$ cat config.mk
export PLATFORM = sky130hd
export DESIGN_NAME = snes_pad_poller
export DESIGN_NICKNAME = d
export VERILOG_FILES = /design/src/rtl/snes_pad_pkg.sv /design/src/rtl/edge_event_reg.sv /design/src/rtl/snes_pad_poller.sv
export SDC_FILE = /design/constraint.sdc
export NUM_CORES = 1
export LEC_CHECK = 0
export ABC_AREA = 1
export CAP_MARGIN = 20
export CORE_MARGIN = 4
export CORE_UTILIZATION = 48
export DETAILED_ROUTE_END_ITERATION = 8
export DONT_BUFFER_PORTS = 1
export HOLD_SLACK_MARGIN = 0.15
export PLACE_DENSITY = 0.65
export SLEW_MARGIN = 20
export SYNTH_ARGS = -nofsm -noshare
export SYNTH_HDL_FRONTEND = slang
export SYNTH_SLANG_ARGS = --single-unit
$ cat constraint.sdc
create_clock -name clk -period 1.6 [get_ports clk]
set_clock_uncertainty 0.15 [all_clocks]
set_input_delay 0.24 -clock clk [delete_from_list [all_inputs] [get_ports clk]]
set_output_delay 0.24 -clock clk [all_outputs]
set_load 0.01 [all_outputs]
$ cat src/rtl/snes_pad_pkg.sv
`default_nettype none
// ============================================================================
//  Module      : snes_pad_pkg
//  Description : Shared constants and state encoding for the SNES pad poller.
//                Holds default timing parameters, the pad-present signature
//                and the poller FSM state type.
//  Revision    : 1.0  initial release
// ============================================================================
package snes_pad_pkg;

    // Default automatic poll period: 60 Hz at a 50 MHz system clock.
    localparam int unsigned c_poll_cycles_default    = 833333;
    // Default reader watchdog, in clk cycles spent waiting for done.
    localparam int unsigned c_timeout_cycles_default = 4096;
    // Width of the shifted pad word.
    localparam int unsigned c_pad_width              = 16;
    // A connected pad always shifts out ones (released) in the four
    // trailing unused bit positions; an unplugged port reads back zeros.
    localparam logic [3:0]  c_present_pattern        = 4'hF;

    typedef enum logic [1:0] {
        ST_IDLE    = 2'd0,
        ST_REQ     = 2'd1,
        ST_WAIT    = 2'd2,
        ST_CAPTURE = 2'd3
    } poll_state_t;

endpackage
`default_nettype wire

$ cat src/rtl/edge_event_reg.sv
`default_nettype none
// ============================================================================
//  Module      : edge_event_reg
//  Description : Sticky per-bit event register. A set bit stays set until
//                its clear bit is pulsed; set wins over clear in the same
//                cycle so no event is ever lost.
//  Ports       : clk   - system clock
//                reset - asynchronous active-low reset
//                set   - per-bit set request
//                clr   - per-bit clear request
//                q     - registered event bits
//  Revision    : 1.0  initial release
// ============================================================================
module edge_event_reg
    import snes_pad_pkg::*;
#(
    parameter int unsigned WIDTH = c_pad_width
) (
    input  logic             clk,
    input  logic             reset,
    input  logic [WIDTH-1:0] set,
    input  logic [WIDTH-1:0] clr,
    output logic [WIDTH-1:0] q
);

    logic [WIDTH-1:0] q_q;
    logic [WIDTH-1:0] q_d;

    always_comb begin
        q_d = (q_q & ~clr) | set;
    end

    always_ff @(posedge clk or negedge reset) begin
        if (!reset) begin
            q_q <= '0;
        end else begin
            q_q <= q_d;
        end
    end

    assign q = q_q;

endmodule
`default_nettype wire

$ cat src/rtl/snes_pad_poller.sv
`default_nettype none
// ============================================================================
//  Module      : snes_pad_poller
//  Description : Periodically (or on request) triggers an SNES pad reader,
//                waits for its completion with a watchdog, captures the
//                pad word and maintains button state plus sticky press and
//                release event registers with an interrupt on new presses.
//  Ports       : clk          - system clock, rising edge
//                reset        - asynchronous active-low reset
//                frame        - one-cycle start pulse to the reader
//                done         - reader completion level
//                nesState     - raw pad word, active-low, first bit at [15]
//                poll_req     - one-cycle immediate poll request
//                ev_clr       - per-bit clear for both event registers
//                buttons      - captured button state, 1 = pressed
//                pressed_ev   - sticky press events
//                released_ev  - sticky release events
//                present      - pad connected flag
//                timeout_err  - sticky reader timeout flag
//                busy         - poller not idle
//                irq          - one-cycle pulse on any new press event
//  Revision    : 1.0  initial release
// ============================================================================
module snes_pad_poller
    import snes_pad_pkg::*;
#(
    parameter int unsigned POLL_CYCLES    = c_poll_cycles_default,
    parameter int unsigned TIMEOUT_CYCLES = c_timeout_cycles_default
) (
    input  logic        clk,
    input  logic        reset,
    output logic        frame,
    input  logic        done,
    input  logic [15:0] nesState,
    input  logic        poll_req,
    input  logic [15:0] ev_clr,
    output logic [15:0] buttons,
    output logic [15:0] pressed_ev,
    output logic [15:0] released_ev,
    output logic        present,
    output logic        timeout_err,
    output logic        busy,
    output logic        irq
);

    localparam int unsigned c_tick_w = (POLL_CYCLES > 1) ? $clog2(POLL_CYCLES) : 1;
    localparam int unsigned c_wait_w = (TIMEOUT_CYCLES > 1) ? $clog2(TIMEOUT_CYCLES) : 1;
    localparam logic [c_tick_w-1:0] c_tick_last = c_tick_w'(POLL_CYCLES - 1);
    localparam logic [c_tick_w-1:0] c_tick_one  = c_tick_w'(1);
    localparam logic [c_wait_w-1:0] c_wait_last = c_wait_w'(TIMEOUT_CYCLES - 1);
    localparam logic [c_wait_w-1:0] c_wait_one  = c_wait_w'(1);

    poll_state_t         state_q,       state_d;
    logic [c_tick_w-1:0] tick_cnt_q,    tick_cnt_d;
    logic [c_wait_w-1:0] wait_cnt_q,    wait_cnt_d;
    logic                pending_q,     pending_d;
    logic                done_prev_q,   done_prev_d;
    logic [15:0]         buttons_q,     buttons_d;
    logic                present_q,     present_d;
    logic                timeout_err_q, timeout_err_d;
    logic                irq_q,         irq_d;

    logic                w_tick;
    logic                w_trigger;
    logic                w_done_rise;
    logic                w_pad_ok;
    logic [15:0]         w_new;
    logic [15:0]         w_press_set;
    logic [15:0]         w_release_set;

    // Free-running poll timebase; it never pauses while the FSM is busy.
    always_comb begin
        w_tick     = (tick_cnt_q == c_tick_last);
        tick_cnt_d = w_tick ? '0 : (tick_cnt_q + c_tick_one);
    end

    always_comb begin
        w_trigger   = w_tick | poll_req;
        // Edge detect: a done level already high when WAIT is entered has a
        // high history sample and so is ignored until it falls and rises.
        w_done_rise = done & ~done_prev_q;
        done_prev_d = done;
        w_new       = ~nesState;
        w_pad_ok    = (nesState[3:0] == c_present_pattern);
    end

    always_comb begin
        state_d       = state_q;
        wait_cnt_d    = wait_cnt_q;
        buttons_d     = buttons_q;
        present_d     = present_q;
        timeout_err_d = timeout_err_q;
        irq_d         = 1'b0;
        w_press_set   = '0;
        w_release_set = '0;
        // One request slot: it is consumed on leaving IDLE and any further
        // requests while busy collapse into it.
        pending_d     = (state_q == ST_IDLE) ? 1'b0 : (pending_q | w_trigger);

        case (state_q)
            ST_IDLE: begin
                if (w_trigger || pending_q) begin
                    state_d = ST_REQ;
                end
            end
            ST_REQ: begin
                wait_cnt_d = '0;
                state_d    = ST_WAIT;
            end
            ST_WAIT: begin
                if (w_done_rise) begin
                    state_d = ST_CAPTURE;
                end else if (wait_cnt_q == c_wait_last) begin
                    timeout_err_d = 1'b1;
                    state_d       = ST_IDLE;
                end else begin
                    wait_cnt_d = wait_cnt_q + c_wait_one;
                end
            end
            ST_CAPTURE: begin
                present_d     = w_pad_ok;
                timeout_err_d = 1'b0;
                if (w_pad_ok) begin
                    buttons_d     = w_new;
                    w_press_set   = w_new & ~buttons_q;
                    w_release_set = ~w_new & buttons_q;
                end else begin
                    // Unplugged pad: report nothing held and raise no events.
                    buttons_d = '0;
                end
                irq_d   = |(w_press_set & ~pressed_ev);
                state_d = ST_IDLE;
            end
            default: begin
                state_d = ST_IDLE;
            end
        endcase
    end

    always_ff @(posedge clk or negedge reset) begin
        if (!reset) begin
            state_q       <= ST_IDLE;
            tick_cnt_q    <= '0;
            wait_cnt_q    <= '0;
            pending_q     <= 1'b0;
            done_prev_q   <= 1'b0;
            buttons_q     <= '0;
            present_q     <= 1'b0;
            timeout_err_q <= 1'b0;
            irq_q         <= 1'b0;
        end else begin
            state_q       <= state_d;
            tick_cnt_q    <= tick_cnt_d;
            wait_cnt_q    <= wait_cnt_d;
            pending_q     <= pending_d;
            done_prev_q   <= done_prev_d;
            buttons_q     <= buttons_d;
            present_q     <= present_d;
            timeout_err_q <= timeout_err_d;
            irq_q         <= irq_d;
        end
    end

    edge_event_reg #(.WIDTH(16)) u_pressed_ev (
        .clk   (clk),
        .reset (reset),
        .set   (w_press_set),
        .clr   (ev_clr),
        .q     (pressed_ev)
    );

    edge_event_reg #(.WIDTH(16)) u_released_ev (
        .clk   (clk),
        .reset (reset),
        .set   (w_release_set),
        .clr   (ev_clr),
        .q     (released_ev)
    );

    assign frame       = (state_q == ST_REQ);
    assign busy        = (state_q != ST_IDLE);
    assign buttons     = buttons_q;
    assign present     = present_q;
    assign timeout_err = timeout_err_q;
    assign irq         = irq_q;

endmodule
`default_nettype wire

==> impl_metrics.env <==
export IMPL_num_rows=34
export IMPL_endpoint_kind="flop"
export IMPL_max_vdd_ir_drop_uv=734.1
export IMPL_worstPathArrival_ns=1.79
export IMPL_portBuffers=0
export IMPL_hold_path_class="in2async"
export IMPL_cpPeakStageDelay_ns=0.44
export IMPL_startpoint_type="flop"
export IMPL_syn_area_per_cell_um2=8.171
export IMPL_synth_xor_area_share_pct=2.639
export IMPL_drt_pass1_iterations=4
export IMPL_die_w_um=102.8
export IMPL_core_mm2=0.008721
export IMPL_drv_cap=0
export IMPL_synth_adder_area_share_pct=2.320
export IMPL_hold_violations=87
export IMPL_syn_area_mm2=0.004314
export IMPL_slew_violations=0
export IMPL_syn_to_final_growth_pct=34.25
export IMPL_first_iter_violations=133
export IMPL_root_buffer="clkbuf_8"
export IMPL_synthTopCellsByArea="dfrtp_1 50%, inv_1 9.0%, nand2_1 7.7%"
export IMPL_cp_cell_sequence="inv_2, ha_4, nand4_1, nor2_1, nand3_2, nand3_2, buf_4, nand3_1, nand2_1"
export IMPL_n_antenna_cell=0
export IMPL_cp_required_ns=1.75
export IMPL_tns_ns=-0.1724
export IMPL_synth_cell_types=34
export IMPL_startpoint="tick_cnt_q[1]"
export IMPL_fin_nets=665
export IMPL_yosysWarnings=0
export IMPL_hold_worst_slack_ns=-0.5894
export IMPL_dp_slack_ns=-0.2588
export IMPL_reg2reg_from="tick_cnt_q[1]"
export IMPL_die_h_um=102.8
export IMPL_cts_buffer_depth=2
export IMPL_p_leak_nw=2.705
export IMPL_vias=3866
export IMPL_antenna_found_initial=0
export IMPL_ys_seq_area_share_pct=50.46
export IMPL_synth_top_area_share_pct=50.46
export IMPL_synth_compound_area_share_pct=9.571
export IMPL_grt_ovfl_total=0
export IMPL_cts_reportedPaths_clkPinSlew_ns=0.10
export IMPL_status="finished with violations"
export IMPL_synth_area_leader_cell="dfrtp_1"
export IMPL_grt_max_degree=88
export IMPL_syn_inst=528
export IMPL_critPathBufInv=2
export IMPL_drc_errors=0
export IMPL_synth_top_family_by_area="simple AND/OR/NAND/NOR gates"
export IMPL_drive_gt1_share_pct=23.80
export IMPL_hpwlAfterDp_mm=7.263
export IMPL_grt_use_total_pct=20.46
export IMPL_viasPerCell=5.267
export IMPL_cts_tree="built"
export IMPL_grt_pass1_vias=3737
export IMPL_relSlewSlack_pct=79.80
export IMPL_muxShareOfSynthArea_pct=0
export IMPL_fin_crit_sh_pct=102.8
export IMPL_worstSkewPairLatency_ns=0.37
export IMPL_cp_slowest_cell="dfrtp_1"
export IMPL_rsz0062_at_grt="yes"
export IMPL_cts_buffers=9
export IMPL_cts_sinks=87
export IMPL_max_freq_mhz=608.2
export IMPL_start_util_pct=49.47
export IMPL_crit_top_cell="nand3_2"
export IMPL_power_density_mw_per_mm2=1038
export IMPL_grt_pass1_wl_mm=17.08
export IMPL_finalSetupViolCount=8
export IMPL_cts_hold_buffers=34
export IMPL_violations="hold timing, setup timing"
export IMPL_htreeDepth=3
export IMPL_finalCriticalPeriod_ns=1.644
export IMPL_synth_nets=572
export IMPL_drt_wl_total_mm=11.18
export IMPL_top_level_ports=89
export IMPL_synth_simple_gate_area_share_pct=24.45
export IMPL_critPathTopFamily="simple AND/OR/NAND/NOR gates"
export IMPL_ant_nets=0
export IMPL_gp_congestion=0.8856
export IMPL_ys_ff_latch=87
export IMPL_wire_per_inst_um=15.23
export IMPL_tightest_slew_ns=0.3019
export IMPL_fillers=715
export IMPL_crit_type="reg2reg"
export IMPL_crit_fanout=4
export IMPL_die_area_mm2=0.01057
export IMPL_setup_ws_ns=-0.04428
[final cells by class]
type / instances / area, um^2 / share of cell area (%)
Inverter: 105 / 399.1 / 6.891
Sequential cell: 87 / 2181 / 37.65
Tap cell: 108 / 135.1 / 2.333
Clock inverter: 6 / 76.32 / 1.318
Timing Repair Buffer: 92 / 909.6 / 15.71
Clock buffer: 10 / 137.6 / 2.376
Multi-Input combinational cell: 326 / 1953 / 33.72
[worst reg2reg max path, cell delays in order (launching register included)]
cell and delay (ns):
dfrtp_1 0.44, inv_2 0.11, ha_4 0.14, nand4_1 0.09, nor2_1 0.15, nand3_2 0.14
nand3_2 0.14, buf_4 0.11, nand3_1 0.05, nand2_1 0.07
[path summary, 6_finish.rpt]
path                                        to  slack, ns  cells after the start
worst min-delay path                buttons[7]      -0.59                      0
worst min register to register  tick_cnt_q[16]       0.36                      1
max in group asynchronous        wait_cnt_q[6]       1.76                      0
worst max register to register      state_q[1]      -0.04                      9
min in group clk                   timeout_err       0.14                      4
worst max-delay path                state_q[1]      -0.04                      9
[cells in the mapped netlist]
cell	n
inv_1	103
nand2_1	89
dfrtp_1	87
nor2_1	65
nand3_1	57
o21ai_0	27
nand4_1	12
o32ai_1	12
xor2_1	10
ha_1	8
nor3_1	7
o22ai_1	6
a21oi_1	5
o21ai_1	5
o21ai_2	5
buf_2	4
clkbuf_1	4
nor2_2	3
xnor2_1	3
buf_6	2
a21o_1	1
and3_1	1
buf_1	1
clkinv_1	1
inv_2	1
nand2_2	1
nand3_2	1
nand4_2	1
nor2_4	1
nor3_2	1
o211ai_1	1
o21bai_1	1
o21bai_4	1
or2_2	1
[kinds of logic (layout without fill, tap and decap cells)]
| group | Yosys count | count (layout) |
|---|---|---|
| AOI/OAI and AO/OA | 64 | 65 |
| buffers and inverters | 116 | 213 |
| DFF | 87 | 87 |
| and+or+nand+nor | 240 | 240 |
| xor gates and xnor gates | 13 | 13 |
| adders and majority gates | 8 | 8 |
[layout by cell type (no fill, tap or decap), types with 11 or more instances in the layout]
master / instances
buf_4: 44
dfrtp_1: 84
dlygate4sd3_1: 30
inv_1: 94
nand2_1: 69
nand2_2: 15
nand3_1: 53
nand4_1: 12
nor2_1: 57
o21ai_0: 26
o32ai_1: 11
[through the flow]
step           instances  util, %  power, W  instance area, um^2
6_report             734    66.41  0.006011                 5792
5_1_grt              734    66.41  0.006316                 5792
4_1_cts              722    62.51  0.005779                 5451
3_5_place_dp         665    54.33  0.003627                 4738
3_3_place_gp         665    54.33  0.003588                 4738
2_1_floorplan        528        -  0.003284                 4314
[timing repair]
| action | CTS | global route |
|---|---|---|
| endpoints found under the setup margin | 24 | 36 |
| resized for setup | 23 | 66 |
| pin swaps | 6 | 19 |
| cloned | 1 | 2 |
| buffers inserted | 6 | 10 |
| endpoints found under the hold margin | 135 | 87 |
[power breakdown]
group	internal [W]	switching [W]	total (W)	leakage (nW)
clock	0.000789	0.000854	0.00164	0.109
combinational	0.000863	0.00103	0.00189	1.41
sequential	0.00233	0.000148	0.00248	1.19
total	0.00398	0.00203	0.00601	2.71
[registers in the layout, summed over array words and instances, names as in the netlist]
register	flops
state_q	2
present	1
tick_cnt_q	20
buttons	16
irq	1
done_prev_q	1
timeout_err	1
wait_cnt_q	12
u_released_ev.q	16
u_pressed_ev.q	16
pending_q	1
[per-layer routing]
layer / part of all wire, % / track usage (%)
met1: 42 / 26.83
met3: 6.4 / 4.330
met2: 49 / 32.82
met4: 2.8 / 9.064
met5: 0 / 0
Note: power is estimated with default switching activity, not from simulation.
